File: config.mk
export PLATFORM = sky130hd
export DESIGN_NAME = ad9228_serial_tx
export DESIGN_NICKNAME = d
export VERILOG_FILES = /design/src/rtl/ad9228_serial_tx.sv
export SDC_FILE = /design/constraint.sdc
export NUM_CORES = 1
export LEC_CHECK = 0
export BUFFER_PORTS_ARGS = -buffer_cell sky130_fd_sc_hd__buf_2
export CORE_MARGIN = 8
export CORE_UTILIZATION = 29
export CTS_CLUSTER_DIAMETER = 120
export DETAILED_ROUTE_END_ITERATION = 12
export PLACE_DENSITY_LB_ADDON = 0.25
export SLEW_MARGIN = 20
export SYNTH_ARGS = -nofsm -noshare
export SYNTH_HDL_FRONTEND = slang
export SYNTH_SLANG_ARGS = --single-unit
File: constraint.sdc
create_clock -name clk -period 2.65 [get_ports clk]
set_input_delay 0.3975 -clock clk [delete_from_list [all_inputs] [get_ports clk]]
set_output_delay 0.3975 -clock clk [all_outputs]
set_load 0.05 [all_outputs]
File: src/rtl/ad9228_serial_tx.sv
`default_nettype none
// +--------------------------------------------------------------------------+
// | ad9228_serial_tx                                                         |
// | Serializes parallel samples into AD9228-style LVDS-like frames           |
// | (dout MSB first, fco frame clock, dco bit clock) via a one-entry hold.   |
// | Revision: 1.0                                                            |
// +--------------------------------------------------------------------------+
module ad9228_serial_tx #(
    parameter int                    DATA_WIDTH   = 12,
    parameter logic [DATA_WIDTH-1:0] IDLE_PATTERN = '0
) (
    input  logic                  clk,
    input  logic                  rstn,
    input  logic                  en,
    input  logic [DATA_WIDTH-1:0] s_data,
    input  logic                  s_valid,
    output logic                  s_ready,
    output logic                  dout,
    output logic                  fco,
    output logic                  dco,
    output logic                  frame_start,
    output logic                  busy,
    output logic [7:0]            underrun_cnt
);

    localparam int                CW       = $clog2(DATA_WIDTH);
    localparam logic [CW-1:0]     LAST_BIT = CW'(DATA_WIDTH - 1);
    localparam logic [CW-1:0]     HALF_M1  = CW'(DATA_WIDTH / 2 - 1);

    localparam logic [0:0]        S_IDLE   = 1'b0;
    localparam logic [0:0]        S_SEND   = 1'b1;

    logic [0:0]            state_q, state_d;
    logic [CW-1:0]         bit_cnt_q, bit_cnt_d;
    logic [DATA_WIDTH-1:0] shift_q, shift_d;
    logic [DATA_WIDTH-1:0] hold_q, hold_d;
    logic                  hold_full_q, hold_full_d;
    logic                  dout_q, dout_d;
    logic                  fco_q, fco_d;
    logic                  dco_q, dco_d;
    logic                  frame_start_q, frame_start_d;
    logic                  busy_q, busy_d;
    logic [7:0]            underrun_q, underrun_d;

    logic                  last_bit;
    logic                  frame_load;
    logic                  accept;
    logic [DATA_WIDTH-1:0] next_frame;

    assign last_bit   = (bit_cnt_q == LAST_BIT);
    assign frame_load = en & ((state_q == S_IDLE) | ((state_q == S_SEND) & last_bit));
    // A full hold slot frees up on a load edge, so it can be refilled on that same edge.
    assign s_ready    = ~hold_full_q | frame_load;
    assign accept     = s_valid & s_ready;
    assign next_frame = hold_full_q ? hold_q : IDLE_PATTERN;

    // State register
    always_ff @(posedge clk or negedge rstn) begin
        if (!rstn) begin
            state_q <= S_IDLE;
        end else begin
            state_q <= state_d;
        end
    end

    // Next-state logic
    always_comb begin
        state_d = state_q;
        case (state_q)
            S_IDLE:  if (frame_load)       state_d = S_SEND;
            S_SEND:  if (last_bit && !en)  state_d = S_IDLE;
            default:                       state_d = S_IDLE;
        endcase
    end

    // Output / datapath next values; serial outputs are registered one cycle ahead.
    always_comb begin
        bit_cnt_d     = bit_cnt_q;
        shift_d       = shift_q;
        dout_d        = dout_q;
        fco_d         = fco_q;
        dco_d         = dco_q;
        frame_start_d = frame_start_q;
        busy_d        = busy_q;
        hold_d        = hold_q;
        hold_full_d   = hold_full_q;
        underrun_d    = underrun_q;

        if (frame_load) begin
            bit_cnt_d     = '0;
            dout_d        = next_frame[DATA_WIDTH-1];
            shift_d       = {next_frame[DATA_WIDTH-2:0], 1'b0};
            fco_d         = 1'b1;
            dco_d         = ~dco_q;
            frame_start_d = 1'b1;
            busy_d        = 1'b1;
        end else if ((state_q == S_SEND) && !last_bit) begin
            bit_cnt_d     = bit_cnt_q + 1'b1;
            dout_d        = shift_q[DATA_WIDTH-1];
            shift_d       = {shift_q[DATA_WIDTH-2:0], 1'b0};
            fco_d         = (bit_cnt_q < HALF_M1);
            dco_d         = ~dco_q;
            frame_start_d = 1'b0;
            busy_d        = 1'b1;
        end else begin
            bit_cnt_d     = '0;
            dout_d        = 1'b0;
            fco_d         = 1'b0;
            dco_d         = 1'b0;
            frame_start_d = 1'b0;
            busy_d        = 1'b0;
        end

        if (frame_load) begin
            hold_full_d = 1'b0;
            if (!hold_full_q && (underrun_q != 8'hFF)) begin
                underrun_d = underrun_q + 8'd1;
            end
        end
        if (accept) begin
            hold_d      = s_data;
            hold_full_d = 1'b1;
        end
    end

    always_ff @(posedge clk or negedge rstn) begin
        if (!rstn) begin
            bit_cnt_q     <= '0;
            shift_q       <= '0;
            hold_q        <= '0;
            hold_full_q   <= 1'b0;
            dout_q        <= 1'b0;
            fco_q         <= 1'b0;
            dco_q         <= 1'b0;
            frame_start_q <= 1'b0;
            busy_q        <= 1'b0;
            underrun_q    <= 8'd0;
        end else begin
            bit_cnt_q     <= bit_cnt_d;
            shift_q       <= shift_d;
            hold_q        <= hold_d;
            hold_full_q   <= hold_full_d;
            dout_q        <= dout_d;
            fco_q         <= fco_d;
            dco_q         <= dco_d;
            frame_start_q <= frame_start_d;
            busy_q        <= busy_d;
            underrun_q    <= underrun_d;
        end
    end

    assign dout         = dout_q;
    assign fco          = fco_q;
    assign dco          = dco_q;
    assign frame_start  = frame_start_q;
    assign busy         = busy_q;
    assign underrun_cnt = underrun_q;

endmodule
`default_nettype wire
==> flow_summary.toml, run 1 <==
[final_layout]
n_antenna_cell = 0
final_layout_size_suffix_gt1_share_pct = 30.9
fin_nets = 206
area_delta_synth_final_pct = 19.4

[critical_path]
crit_fanout = 7
critPathKind = "register to primary output"
required_ns = 2.25
cp.arrival_ns = 1.76
regToRegSetupSlack_ns = 0.79
start_kind = "register"
endpoint_kind = "primary output"

[grt]
antenna_found_initial = 0
busiest_layer = "met2"
grtUsageTotal_pct = 8.83
grt_start_max_net_pins = 43
use_met2_pct = 13.9
use_met3_pct = 2.70
overflow = 0
grt_pass1_wl_mm = 6.13
grt_pass1_vias = 1282
grtUsageMet1_pct = 10.7

[floorplan]
core_um2 = 5990
die_area_um2 = 9020
die_y_um = 95.0
initial_core_util_pct = 30.2
die_w_um = 95.0
io_pins = 30
rows = 28

[flow_run]
cap_violations = 0

[sta]
setup_violations = 0
rsz0062_at_grt = "no"
relSlewSlack_pct = 37.9
min_period_ns = 2.16
worst_pin_slew_ns = 0.932
skew_ns = 0.00832
slew_viol_final = 0
max_freq_mhz = 464
setup_tns_ns = 0
finalHoldViolCount = 0
finalCritPeriodShare_pct = 81.4
timing.hold.ws_ns = 0.249

[place]
dp_hpwl_mm = 2.53
place_congestion = 0.700
portBuffers = 29

[synth]
synth.most_common_cell = "dfrtp_1"
synth.top_cells.by_area = "dfrtp_1, mux2_2, a21oi_1"
netlist_area_um2 = 1810
yosys-top-cells-count = "dfrtp_1, a21oi_1, mux2_2, nor2_1, a22oi_1"
ys_seq_elements = 42
async_flop_share_pct = 100
synth_seq_area_share_pct = 58.1
synthCells = 154
synthFlopType = "dfrtp_1"
synth_top_area_share_pct = 58.1
syn_nets = 173
yosysUniqueCellTypes = 29
yosysWarnings = 0
yosys.area.top_type = "dfrtp_1"
synth_edf_count = 0
syn_avg_cell_area_um2 = 11.7

[routing]
vias = 1251
drtIter0Drc = 75
wl_per_cell_um = 13.8
viasPerCell = 4.76
drc = 0
final_antenna_net_count = 0
routed_wl_mm = 3.63
dr.pass1.iters = 4

[clock_tree]
cts_setup_buffers = 0
cts_buffer_depth = 2
clk_latency_ns = 0.30
ctsResizeCount = 0
cts_tree = "built"
cts_sinks = 42
clk_pin_slew_ns = 0.08
root_buffer = "clkbuf_8"
cts_max_level = 2
cts_buffers = 5
cts_hold_buf = 0

[pwr]
leakagePower_nw = 1.01
peakVddDrop_mv = 0.363
p_per_area_nw_per_um2 = 1040

[hold_path]
hold_path.class = "input port to async pin"

[outcome]
outcome = "complete, no violations"
==> critical path, cell delays in order (launching register included) <==
cell	delay, ns
dfrtp_1	0.38
ha_1	0.26
nand3b_4	0.16
a21oi_2	0.24
nand2b_1	0.15
buf_2	0.27
==> logic make-up after synthesis <==
group / after synthesis / share of synthesized area (%)
xor gates and xnor gates: 4 / 1.94
muxes: 15 / 9.34
and+or+nand+nor: 38 / 11.0
AOI/OAI and AO/OA: 37 / 14.3
DFF: 42 / 58.1
buffers and inverters: 15 / 3.25
adders and majority gates: 3 / 2.08
==> per-stage QoR <==
step / total power, W / setup WS [ns] / area (um^2) / util, % / std cells
6_report: 0.00225 / 0.494 / 2160 / 36.0 / 263
3_3_place_gp: 0.00177 / 0.820 / 2050 / 34.2 / 255
3_5_place_dp: 0.00178 / 0.788 / 2050 / 34.2 / 255
2_1_floorplan: 0.00159 / 0.813 / 1810 / - / 154
4_1_cts: 0.00229 / 0.457 / 2160 / 36.0 / 263
5_1_grt: 0.00242 / 0.348 / 2160 / 36.0 / 263
==> metal layers <==
metal / share of wire (%) / wire length (um) / up-vias
li1: - / - / 610
met1: 46 / 1650 / 615
met2: 50 / 1830 / 24
met3: 3.2 / 115 / 2
met4: 0.80 / 29 / 0
met5: 0 / 0 / -
==> final cells by class <==
| type | count | area [um^2] |
|---|---|---|
| flip-flops and latches | 42 | 1050 |
| well taps | 75 | 93.8 |
| repair buffers | 33 | 175 |
| clock inverters | 2 | 37.5 |
| clock buffers | 6 | 72.6 |
| inverters | 8 | 30.0 |
| fillers | 608 | 3830 |
| multi-input cells | 97 | 698 |
==> layout by cell type, fill, tap and decap left out, types with 5 or more instances in the layout <==
master    synthesis  layout
a21oi_1          15      15
mux2_2           14      14
inv_1             7       7
nand2_1           7       7
a22oi_1          10      10
clkbuf_8          0       5
buf_2             2      29
nand3_1           5       5
dfrtp_1          42      42
nor2_1           14      14
==> power breakdown <==
group	leakage [nW]	internal (W)	total (W)	switching, W
Combinational	0.442	0.000306	0.000722	0.000416
Sequential	0.520	0.000881	0.00103	0.000149
Clock	0.0514	0.000281	0.000496	0.000215
==> state kept, by name, indices dropped and copies added (netlist names) <==
name          flops
bit_cnt_q         4
busy              1
dco               1
dout              1
fco               1
frame_start       1
hold_full_q       1
hold_q           12
shift_q          11
state_q           1
underrun_cnt      8
==> final timing paths <==
check | startpoint | end | depth (start not counted)
setup / recovery | bit_cnt_q[0] | s_ready | 5
hold / removal | rstn | fco | 1
setup reg to reg | bit_cnt_q[0] | underrun_cnt[5] | 5
hold reg to reg | dco | dco | 1
max in group asynchronous | rstn | hold_q[11] | 1
min in group clk | s_valid | hold_full_q | 2
(Power assumes the default switching activity.)
==> inputs of run 2 (changes only) <==
==> constraint.sdc (replaced) <==
create_clock -name clk -period 2.2 [get_ports clk]
set_input_delay 0.33 -clock clk [delete_from_list [all_inputs] [get_ports clk]]
set_output_delay 0.33 -clock clk [all_outputs]
set_load 0.05 [all_outputs]
==> run 2 against run 1 <==
Compared with the run above: clock power up 1%; power grew 16%; via count fell by 0.56%; critical path type unchanged; largest power group unchanged.
==> flow_summary.toml, run 2 (synthesis results as in run 1) <==
[critical_path]
worst_path_max_delay_cell = "dfrtp_1"
crit_cells = 5
endpoint_kind = "primary output"
timing.rr.end = "underrun_cnt[5]"
cp_top_family = "flip-flops"
critPathKind = "register to primary output"
crit_path_start = "bit_cnt_q[0]"
cp.arrival_ns = 1.72
r2r_cells = 5
crit_fanout = 7
crit_buf_inv = 1
required_ns = 1.87
path_cells = "ha_1 > nand3b_4 > a21oi_2 > nand2b_1 > buf_2"
cp-endpoint = "s_ready"
regToRegSetupSlack_ns = 0.35
r2r-start = "bit_cnt_q[0]"
slowest_delay_ns = 0.39
start_kind = "register"

[place]
place_congestion = 0.734
portBuffers = 29
pre_cts_ws_ns = 0.349
dp_hpwl_mm = 2.52

[clock_tree]
clk_latency_ns = 0.29
cts_buffer_depth = 2
cts_setup_buffers = 0
cts_max_level = 2
clk_pin_slew_ns = 0.08
cts_buffers = 5
ctsResizeCount = 0
cts_sinks = 42
cts_tree = "built"
cts_hold_buf = 0
root_buffer = "clkbuf_8"

[sta]
rsz0062_at_grt = "no"
skew_ns = 0.00560
worst_pin_slew_ns = 0.530
slew_viol_final = 0
setup_violations = 0
min_period_ns = 2.05
setup_tns_ns = 0
relSlewSlack_pct = 64.7
finalHoldViolCount = 0
finalCritPeriodShare_pct = 93.2
timing.hold.ws_ns = 0.105
worst_slack_ns = 0.150
max_freq_mhz = 488

[pwr]
peakVddDrop_mv = 0.614
total_power_w = 0.00261
p_per_area_nw_per_um2 = 1210
leakagePower_nw = 1.02

[routing]
drtIter0Drc = 58
vias = 1244
drc = 0
wl_per_cell_um = 13.5
dr.pass1.iters = 4
routed_wl_mm = 3.58
viasPerCell = 4.69
final_antenna_net_count = 0

[final_layout]
regMostFlops = "hold_q"
final_layout_size_suffix_gt1_share_pct = 31.6
n_antenna_cell = 0
fin_nets = 208
layout_common_cells = "dfrtp_1, buf_2, a21oi_1"
largest_reg_flops = 12
area_delta_synth_final_pct = 19.2
final_common_cell = "dfrtp_1"
post-route-util_pct = 36.0

[floorplan]
die_area_um2 = 9020
io_pins = 30
die_y_um = 95.0
initial_core_util_pct = 30.2
die_w_um = 95.0
core_um2 = 5990
rows = 28

[hold_path]
hold_path.class = "input port to async pin"

[grt]
antenna_found_initial = 0
grt_pass1_wl_mm = 6.03
grt_pass1_vias = 1220
overflow = 0
grt_start_max_net_pins = 43
grtUsageTotal_pct = 8.74

[flow_run]
cap_violations = 0

[outcome]
outcome = "complete, no violations"
[run 2: changes by cell type in the layout (fill, tap and decap cells not counted)]
cell / previous run / this run
buf_4: 4 / 6
bufinv_16: 1 / 0
clkbuf_8: 5 / 6
clkinv_2: 0 / 1
clkinvlp_4: 1 / 0
[run 2: area by class of cell]
class | instances | area, um^2
Clock inverter | 1 | 5.00
Multi-Input combinational cell | 97 | 698
Sequential cell | 42 | 1050
Inverter | 8 | 30.0
Clock buffer | 7 | 86.3
Timing Repair Buffer | 35 | 190
Tap cell | 75 | 93.8
Fill cell | 603 | 3840
[run 2: worst min path at each step]
stage	start	to	slack, ns	depth (start not counted)
after global placement	dco	dco	0.41	1
final	rstn	dout	0.10	2
after CTS	rstn	underrun_cnt[6]	0.12	2
after detailed placement	dco	dco	0.41	1
after global routing	rstn	dout	0.15	2
after floorplan	rstn	bit_cnt_q[0]	0.03	0
[run 2: layer usage]
metal | track usage (%) | routed length, um | share of wire (%) | vias to the layer above
li1 | - | - | - | 618
met1 | 10.5 | 1690 | 47 | 604
met2 | 13.6 | 1720 | 48 | 20
met3 | 3.17 | 129 | 3.6 | 2
met4 | 4.29 | 37 | 1.0 | 0
met5 | 0 | 0 | 0 | -
[run 2: worst register-to-register path: cells and delay by family (launching register included)]
kind / cells / cell delay (ns)
muxes: 1 / 0.32
adders and majority gates: 1 / 0.26
DFF: 1 / 0.39
and+or+nand+nor: 2 / 0.31
AOI/OAI and AO/OA: 1 / 0.46
[run 2: stage by stage]
| step | area (um^2) | instances |
|---|---|---|
| floorplan | 1810 | 154 |
| global placement | 2060 | 257 |
| detailed placement | 2060 | 257 |
| CTS | 2150 | 265 |
| global route | 2150 | 265 |
| finish | 2150 | 265 |
[run 2: power by group]
group / switching (W) / internal, W
Clock: 0.000249 / 0.000253
Combinational: 0.000503 / 0.000373
Sequential: 0.000176 / 0.00106
Total: 0.000929 / 0.00169
